### src/rtl/nn_pkg.sv
// Shared definitions for the network datapath: layer sequencer state
// encoding and the default layer dimensions used by the network top.
package nn_pkg;

  localparam int unsigned NN_WIDTH_OUT  = 32;
  localparam int unsigned NN_L1_INPUTS  = 784;
  localparam int unsigned NN_L1_NEURONS = 10;

  typedef enum logic [2:0] {
    ST_IDLE,
    ST_FETCH,
    ST_DRAIN1,
    ST_DRAIN2,
    ST_WRITE,
    ST_DONE
  } seq_state_t;

endpackage

### src/rtl/layer_mac_sequencer_mac_align_pipe.sv
// mac_align_pipe: delays the fetch-issue strobes so MAC clken/sload line up
// with data returned by registered (1-cycle latency) memories.
//   clk, aclr_n  : clock, synchronous active-low reset
//   issue        : a read address is being issued this cycle
//   issue_first  : the issued read is the first of a neuron
//   clken, sload : MAC controls, aligned with the read data
module mac_align_pipe (
  input  logic clk,
  input  logic aclr_n,
  input  logic issue,
  input  logic issue_first,
  output logic clken,
  output logic sload
);

  always_ff @(posedge clk) begin
    if (!aclr_n) begin
      clken <= 1'b0;
      sload <= 1'b0;
    end else begin
      clken <= issue;
      sload <= issue_first;
    end
  end

endmodule

### src/rtl/layer_mac_sequencer.sv
// layer_mac_sequencer: runs one fully connected layer on a shared signed MAC.
// Per neuron: N_INPUTS activation/weight reads, two drain cycles, bias add,
// optional ReLU, one-cycle result strobe.
//   clk, aclr_n          : clock, synchronous active-low reset
//   start, busy, done    : layer handshake with the network FSM
//   in_addr, w_addr      : activation / weight read addresses (registered reads)
//   b_addr, bias_data    : bias ROM address (= neuron) and its registered data
//   mac_clken/sload/aclr : MAC controls
//   mac_result           : MAC accumulator output
//   out_valid/index/data : per-neuron result strobe
module layer_mac_sequencer
  import nn_pkg::*;
#(
  parameter int unsigned N_INPUTS  = NN_L1_INPUTS,
  parameter int unsigned N_NEURONS = NN_L1_NEURONS,
  parameter int unsigned WIDTH_OUT = NN_WIDTH_OUT,
  parameter int unsigned RELU      = 1,
  parameter int unsigned IN_AW     = $clog2(N_INPUTS),
  parameter int unsigned W_AW      = $clog2(N_INPUTS * N_NEURONS),
  parameter int unsigned N_AW      = (N_NEURONS > 1) ? $clog2(N_NEURONS) : 1
) (
  input  logic                 clk,
  input  logic                 aclr_n,
  input  logic                 start,
  output logic                 busy,
  output logic                 done,
  output logic [IN_AW-1:0]     in_addr,
  output logic [W_AW-1:0]      w_addr,
  output logic [N_AW-1:0]      b_addr,
  input  logic [WIDTH_OUT-1:0] bias_data,
  output logic                 mac_clken,
  output logic                 mac_sload,
  output logic                 mac_aclr,
  input  logic [WIDTH_OUT-1:0] mac_result,
  output logic                 out_valid,
  output logic [N_AW-1:0]      out_index,
  output logic [WIDTH_OUT-1:0] out_data
);

  seq_state_t state, state_nxt;

  logic [N_AW-1:0]      neuron;
  logic                 last_in;
  logic                 last_neuron;
  logic                 start_acc;
  logic                 issue;
  logic                 issue_first;
  logic [WIDTH_OUT-1:0] sum;

  assign b_addr = neuron;

  always_ff @(posedge clk) begin
    if (!aclr_n) state <= ST_IDLE;
    else         state <= state_nxt;
  end

  always_comb begin
    state_nxt   = state;
    last_in     = (in_addr == IN_AW'(N_INPUTS - 1));
    last_neuron = (neuron == N_AW'(N_NEURONS - 1));
    start_acc   = (state == ST_IDLE) && start;
    issue       = (state == ST_FETCH);
    issue_first = issue && (in_addr == '0);
    // wrap-around add; the MAC already holds the complete dot product here
    sum         = mac_result + bias_data;
    case (state)
      ST_IDLE:   if (start) state_nxt = ST_FETCH;
      ST_FETCH:  if (last_in) state_nxt = ST_DRAIN1;
      ST_DRAIN1: state_nxt = ST_DRAIN2;
      ST_DRAIN2: state_nxt = ST_WRITE;
      ST_WRITE:  state_nxt = last_neuron ? ST_DONE : ST_FETCH;
      ST_DONE:   state_nxt = ST_IDLE;
      default:   state_nxt = ST_IDLE;
    endcase
  end

  always_ff @(posedge clk) begin
    if (!aclr_n) begin
      busy      <= 1'b0;
      done      <= 1'b0;
      mac_aclr  <= 1'b1;
      in_addr   <= '0;
      w_addr    <= '0;
      neuron    <= '0;
      out_valid <= 1'b0;
      out_index <= '0;
      out_data  <= '0;
    end else begin
      mac_aclr  <= start_acc;
      done      <= 1'b0;
      out_valid <= 1'b0;
      case (state)
        ST_IDLE: begin
          in_addr <= '0;
          w_addr  <= '0;
          neuron  <= '0;
          if (start) busy <= 1'b1;
        end
        ST_FETCH: begin
          // weight address is a flat running counter across neurons
          w_addr  <= w_addr + W_AW'(1);
          in_addr <= last_in ? '0 : in_addr + IN_AW'(1);
        end
        ST_DRAIN2: begin
          // result registered here so it is presented during WRITE
          out_valid <= 1'b1;
          out_index <= neuron;
          out_data  <= ((RELU != 0) && sum[WIDTH_OUT-1]) ? '0 : sum;
        end
        ST_WRITE: begin
          if (last_neuron) done <= 1'b1;
          else             neuron <= neuron + N_AW'(1);
        end
        ST_DONE: busy <= 1'b0;
        default: ;
      endcase
    end
  end

  mac_align_pipe u_align (
    .clk         (clk),
    .aclr_n      (aclr_n),
    .issue       (issue),
    .issue_first (issue_first),
    .clken       (mac_clken),
    .sload       (mac_sload)
  );

endmodule

### config.mk
export PLATFORM = sky130hd
export DESIGN_NAME = layer_mac_sequencer
export DESIGN_NICKNAME = d
export VERILOG_FILES = /design/src/rtl/nn_pkg.sv /design/src/rtl/layer_mac_sequencer_mac_align_pipe.sv /design/src/rtl/layer_mac_sequencer.sv
export SDC_FILE = /design/constraint.sdc
export NUM_CORES = 1
export LEC_CHECK = 0
export BUFFER_PORTS_ARGS = -buffer_cell sky130_fd_sc_hd__buf_2
export CAP_MARGIN = 20
export CORE_ASPECT_RATIO = 1.25
export CORE_MARGIN = 2
export CORE_UTILIZATION = 28
export CTS_CLUSTER_DIAMETER = 40
export CTS_CLUSTER_SIZE = 14
export DETAILED_ROUTE_END_ITERATION = 7
export SLEW_MARGIN = 20
export SYNTH_ARGS = -nofsm -noshare
export SYNTH_HDL_FRONTEND = slang
export SYNTH_SLANG_ARGS = --single-unit
### constraint.sdc
create_clock -name clk -period 3.3 [get_ports clk]
set_clock_uncertainty 0.15 [all_clocks]
set_input_delay 0.33 -clock clk [delete_from_list [all_inputs] [get_ports clk]]
set_output_delay 0.33 -clock clk [all_outputs]
set_load 0.02 [all_outputs]
Yosys cells after proc, flatten, opt, wreduce, memory -nomap -nowiden
Index checks and enable logic that the tools add are counted.
{"block": "word_totals", "regBits": 72, "input_bits": 67, "output_inout_bits": 69}
{"block": "classes", "addsub": 4, "n_eq_ne": 10, "n_mux": 14, "n_reduce_logical": 11}
{"operator": "32-bit adder", "count": 1}
{"operator": "31-bit 2-to-1 mux", "count": 1}
{"operator": "13-bit case mux with 2 select lines", "count": 1}
{"operator": "10-bit case mux with 2 select lines", "count": 1}
{"operator": "3-bit case mux with 5 select lines", "count": 1}
{"operator": "13-bit by 1-bit adder with 13-bit output, second input constant", "count": 1}
{"operator": "10-bit by 1-bit adder with 10-bit output, second input constant", "count": 1}
{"operator": "10-bit == test, second input constant", "count": 1}
{"operator": "10-bit logical NOT", "count": 1}
{"operator": "10-bit 2-to-1 mux", "count": 1}
{"operator": "3-bit 2-to-1 mux", "count": 3}
{"operator": "4-bit case mux with 2 select lines", "count": 1}
{"operator": "2-bit AND reduction", "count": 4}
{"operator": "3-bit by 2-bit == test with 1-bit output, second input constant", "count": 2}
{"operator": "3-bit == test, second input constant", "count": 2}
{"operator": "2-bit inequality test, second input constant", "count": 3}
{"operator": "2-bit nonzero test", "count": 3}
{"operator": "4-bit by 1-bit adder with 4-bit output, second input constant", "count": 1}
{"operator": "4-bit == test, second input constant", "count": 1}
{"operator": "4-bit 2-to-1 mux", "count": 1}
{"operator": "3-bit by 1-bit == test with 1-bit output, second input constant", "count": 1}
{"operator": "3-bit logical NOT", "count": 1}
{"operator": "1-bit 2-to-1 mux", "count": 3}
{"operator": "1-bit logical AND", "count": 2}
{"operator": "1-bit case mux with 2 select lines", "count": 1}

Logic depth before layout (Yosys ltp)
{"block": "logic_depth", "ltp_word": 3, "depth_mapped": 11}

Modules after synthesis
From an unflattened synthesis, not the netlist that was laid out.
{"block": "hier_totals", "cells_unflattened": 535, "hier_area_um2": 4444.3}
{"mod": "layer_mac_sequencer", "instances": 1, "cells_per_inst": 531, "area_each_um2": 4391.7, "seq_area_each_um2": 1381.3}
{"mod": "mac_align_pipe", "instances": 1, "cells_per_inst": 4, "area_each_um2": 52.6, "seq_area_each_um2": 40.0}

Worst setup path after synthesis
Ideal clock, no wire load.
{"block": "synth_path", "kind": "input port to flip-flop", "startpoint": "input bias_data[0]", "endpoint": "register out_data[28]", "setup_time_ps": 96, "arrival_ps": 2567, "required_ps": 3054, "slack_ps": 487, "cell_stages": 10, "path_buffers": 0, "path_cell_list": "ha_1 -> fa_1 -> a211oi_1 -> o21bai_1 -> a21oi_2 -> o211ai_2 -> a211oi_1 -> nor4_1 -> or3_1 -> o41ai_2"}
{"block": "synth_via", "elab_chain_cells": 2}
{"item": "start, declared", "line": "layer_mac_sequencer.sv:30", "source": "input logic [WIDTH_OUT-1:0] bias_data,"}
{"item": "32-bit adder", "line": "layer_mac_sequencer.sv:65", "source": "sum = mac_result + bias_data;"}
{"item": "31-bit 2-to-1 mux", "line": "layer_mac_sequencer.sv:108", "source": "out_data <= ((RELU != 0) && sum[WIDTH_OUT-1]) ? '0 : sum;"}
{"item": "end signal, assigned", "line": "layer_mac_sequencer.sv:108"}
{"item": "end, declared", "line": "layer_mac_sequencer.sv:37", "source": "output logic [WIDTH_OUT-1:0] out_data"}
No other way between the ends.
A chain may end at the register's enable or synchronous reset.

Final worst setup path
Same ends and word-level chain as after synthesis.

==> flow_summary.yaml <==
outcome:
  status: "finished clean"
critical_path:
  path_class: "input pin to flop"
  required_ps: 3400
  worstPathArrival_ps: 2910
  cp-endpoint: "out_data[28]"
  cp-start-kind: "input pin"
  r2r_slack_ps: 1050
  rr_worst_depth: 7
  worstPathMaxFanout: 3
  crit_start: "bias_data[0]"
  timing.rr.start: "state[2]"
  end_kind: "flop"
  timing.rr.end: "w_addr[12]"
clock_network:
  postCtsSetupRepairBufs: 0
  clk_root_buffer_cell: "clkbuf_16"
  cts_max_level: 3
  hold_buffers: 0
  numCtsBuffers: 9
  cts_sinks: 71
  ctsResizeCount: 0
  cts_tree: "built"
  worstSkewPairLatency_ps: 340
  cts.path.max_buffers: 2
  clk_pin_slew_ps: 60
final_layout:
  drive_gt1_share_pct: 28.4
  fillers: 1832
  final_cells: 935
  area_growth_syn_to_layout_pct: 24.1
  postLayoutCellArea_mm2: 0.00616
  post-route-util_pct: 35.4
  num_antenna_cells: 0
  num-nets-final: 811
timing:
  fin_ws_ps: 496
  layout_min_cycle_time_ps: 2800
  relSlewSlack_pct: 62.7
  period_share_pct: 85.0
  tightest_slew_ps: 559
  fin_setup_tns_ps: 0
  fmax_ghz: 0.357
  holdWs_ps: 125
  hold_violations: 0
  rsz0062_at_grt: "no"
  finalMaxSlewViolations: 0
  setup_violations: 0
yosys:
  ys_seq_area_share_pct: 28.6
  synthArstFlopShare_pct: 0
  synth_nets: 688
  synth_cells: 584
  synthDistinctLibCells: 62
  syn_area_mm2: 0.00497
  avgSynthCellArea_um2: 8.50
  ys_seq_elements: 71
  synth_edf_count: 0
  yosysWarningCount: 0
  synthFlopType: "dfxtp_1"
route:
  wl_um: 14600
  wl_per_cell_um: 15.6
  post-route-drc-count: 0
  drt_iter0_markers: 273
  vias: 4786
  drt_pass1_iterations: 5
  drtAntennaViolNets: 0
  avgViaCountPerCell: 5.12
placement:
  placed_area_mm2: 0.00587
  io_buffers: 134
  dpl.hpwl_um: 11100
  dp_cells: 920
  pre_cts_slack_ps: 147
  gp_congestion: 0.854
global_routing:
  grt_pass1_vias: 4589
  grt_antenna_before_repair: 0
  grt_first_pass_wirelength_um: 23100
  globalRouteOverflowTotal: 0
  grt.total_usage_pct: 15.5
  grt_max_degree: 38
floorplan:
  coreArea_mm2: 0.0174
  die_h_um: 153
  die_x_um: 123
  rows: 54
  floorplan.die_area_mm2: 0.0188
  start_util_pct: 28.5
  num_io_pins: 136
power_and_ir_drop:
  peakVddDrop_mv: 0.243
  power_leakage_nw: 2.88
  power.density_mw_per_mm2: 426
  total_power_mw: 2.63
job:
  maxCapViolCount: 0
min_path:
  whs_path_depth: 3
  hp-class: "input pin to flop"
[placed cells by master (no fill, tap or decap), drive strengths merged, types with 3 or more instances in the layout]
cell / Yosys / routed
a211oi: 3 / 3
a21boi: 3 / 3
a21o: 13 / 13
a21oi: 48 / 48
a31oi: 7 / 7
and2: 19 / 19
and3: 11 / 11
and4: 6 / 6
buf: 11 / 145
clkbuf: 22 / 12
dfxtp: 71 / 71
ha: 36 / 36
inv: 17 / 17
mux2i: 5 / 5
nand2: 71 / 71
nand3: 30 / 30
nand4: 7 / 7
nor2: 23 / 23
nor2b: 12 / 12
nor3: 11 / 11
o211a: 4 / 4
o211ai: 3 / 3
o21a: 4 / 4
o21ai: 40 / 40
o21bai: 8 / 8
o41ai: 32 / 32
or2: 5 / 5
or3: 3 / 3
xnor2: 15 / 15
xor2: 15 / 15
[layout make-up]
cell class	instances	area [um2]	area share, %
clock buffer	12	256	4.16
clock inverter	3	42.5	0.690
inverter	17	63.8	1.04
multi-input combinational	463	3320	53.9
sequential	71	1420	23.1
tap	224	280	4.55
timing repair buffer	145	778	12.6
[layer usage]
metal	track usage, %	routed length (um)	vias up
met5	0	0	-
met4	6.98	442	0
met3	2.72	678	26
met2	27.7	7320	136
met1	17.5	6150	2225
li1	-	-	2399
[power breakdown]
| group | switching (mW) | internal [mW] |
|---|---|---|
| clock | 0.383 | 0.621 |
| combinational | 0.442 | 0.268 |
| sequential | 0.0293 | 0.884 |
[state kept, by name, summed over array words and instances (netlist names)]
name and flops:
done 1, busy 1, state 3, u_align.sload 1, in_addr 10, w_addr 13, mac_aclr 1, out_valid 1
out_data 31, out_index 4, b_addr 4, u_align.clken 1
[synth_stat cells, drive strengths merged, types with 2 or more instances]
cell type,n,area [um2]
dfxtp,71,1420
nand2,71,267
a21oi,48,248
o21ai,40,200
ha,36,450
o41ai,32,505
nand3,30,150
nor2,23,86.3
clkbuf,22,82.6
and2,19,120
inv,17,63.8
xnor2,15,131
xor2,15,131
a21o,13,97.6
nor2b,12,75.1
and3,11,68.8
buf,11,88.8
nor3,11,60.1
o21bai,8,60.1
a31oi,7,43.8
nand4,7,43.8
and4,6,52.6
mux2i,5,50.1
or2,5,31.3
o211a,4,40.0
o21a,4,30.0
a211oi,3,22.5
a21boi,3,22.5
o211ai,3,27.5
or3,3,18.8
a2111oi,2,36.3
a22oi,2,15.0
nand3b,2,15.0
nand4b,2,17.5
nor3b,2,15.0
nor4b,2,17.5
o2111ai,2,23.8
o2bb2ai,2,17.5
[worst min-delay path by stage]
stage | start | endpoint | slack [ps]
after floorplan | start | mac_aclr | 330
after global placement | out_data[3] | out_data[3] | 290
after detailed placement | out_data[19] | out_data[19] | 280
after CTS | start | mac_aclr | 110
after global routing | start | mac_aclr | 130
final | start | mac_aclr | 130
[worst max-delay path: stages]
cell and delay (ps):
buf_2 100, ha_1 220, fa_1 430, a211oi_1 360, o21bai_1 160, a21oi_2 190
o211ai_2 150, a211oi_1 330, nor4_1 90, or3_1 370, o41ai_2 190
[cells by family after synthesis]
group                      count (synthesis)  share of synthesized area [%]
adders and majority gates                 37                           9.47
and+or+nand+nor                          210                           21.5
AOI/OAI and AO/OA                        180                           29.3
xor gates and xnor gates                  30                           5.29
other                                      1                         0.0755
muxes                                      5                           1.01
buffers and inverters                     50                           4.74
DFF                                       71                           28.6
Note: power is estimated with default switching activity, not from simulation.
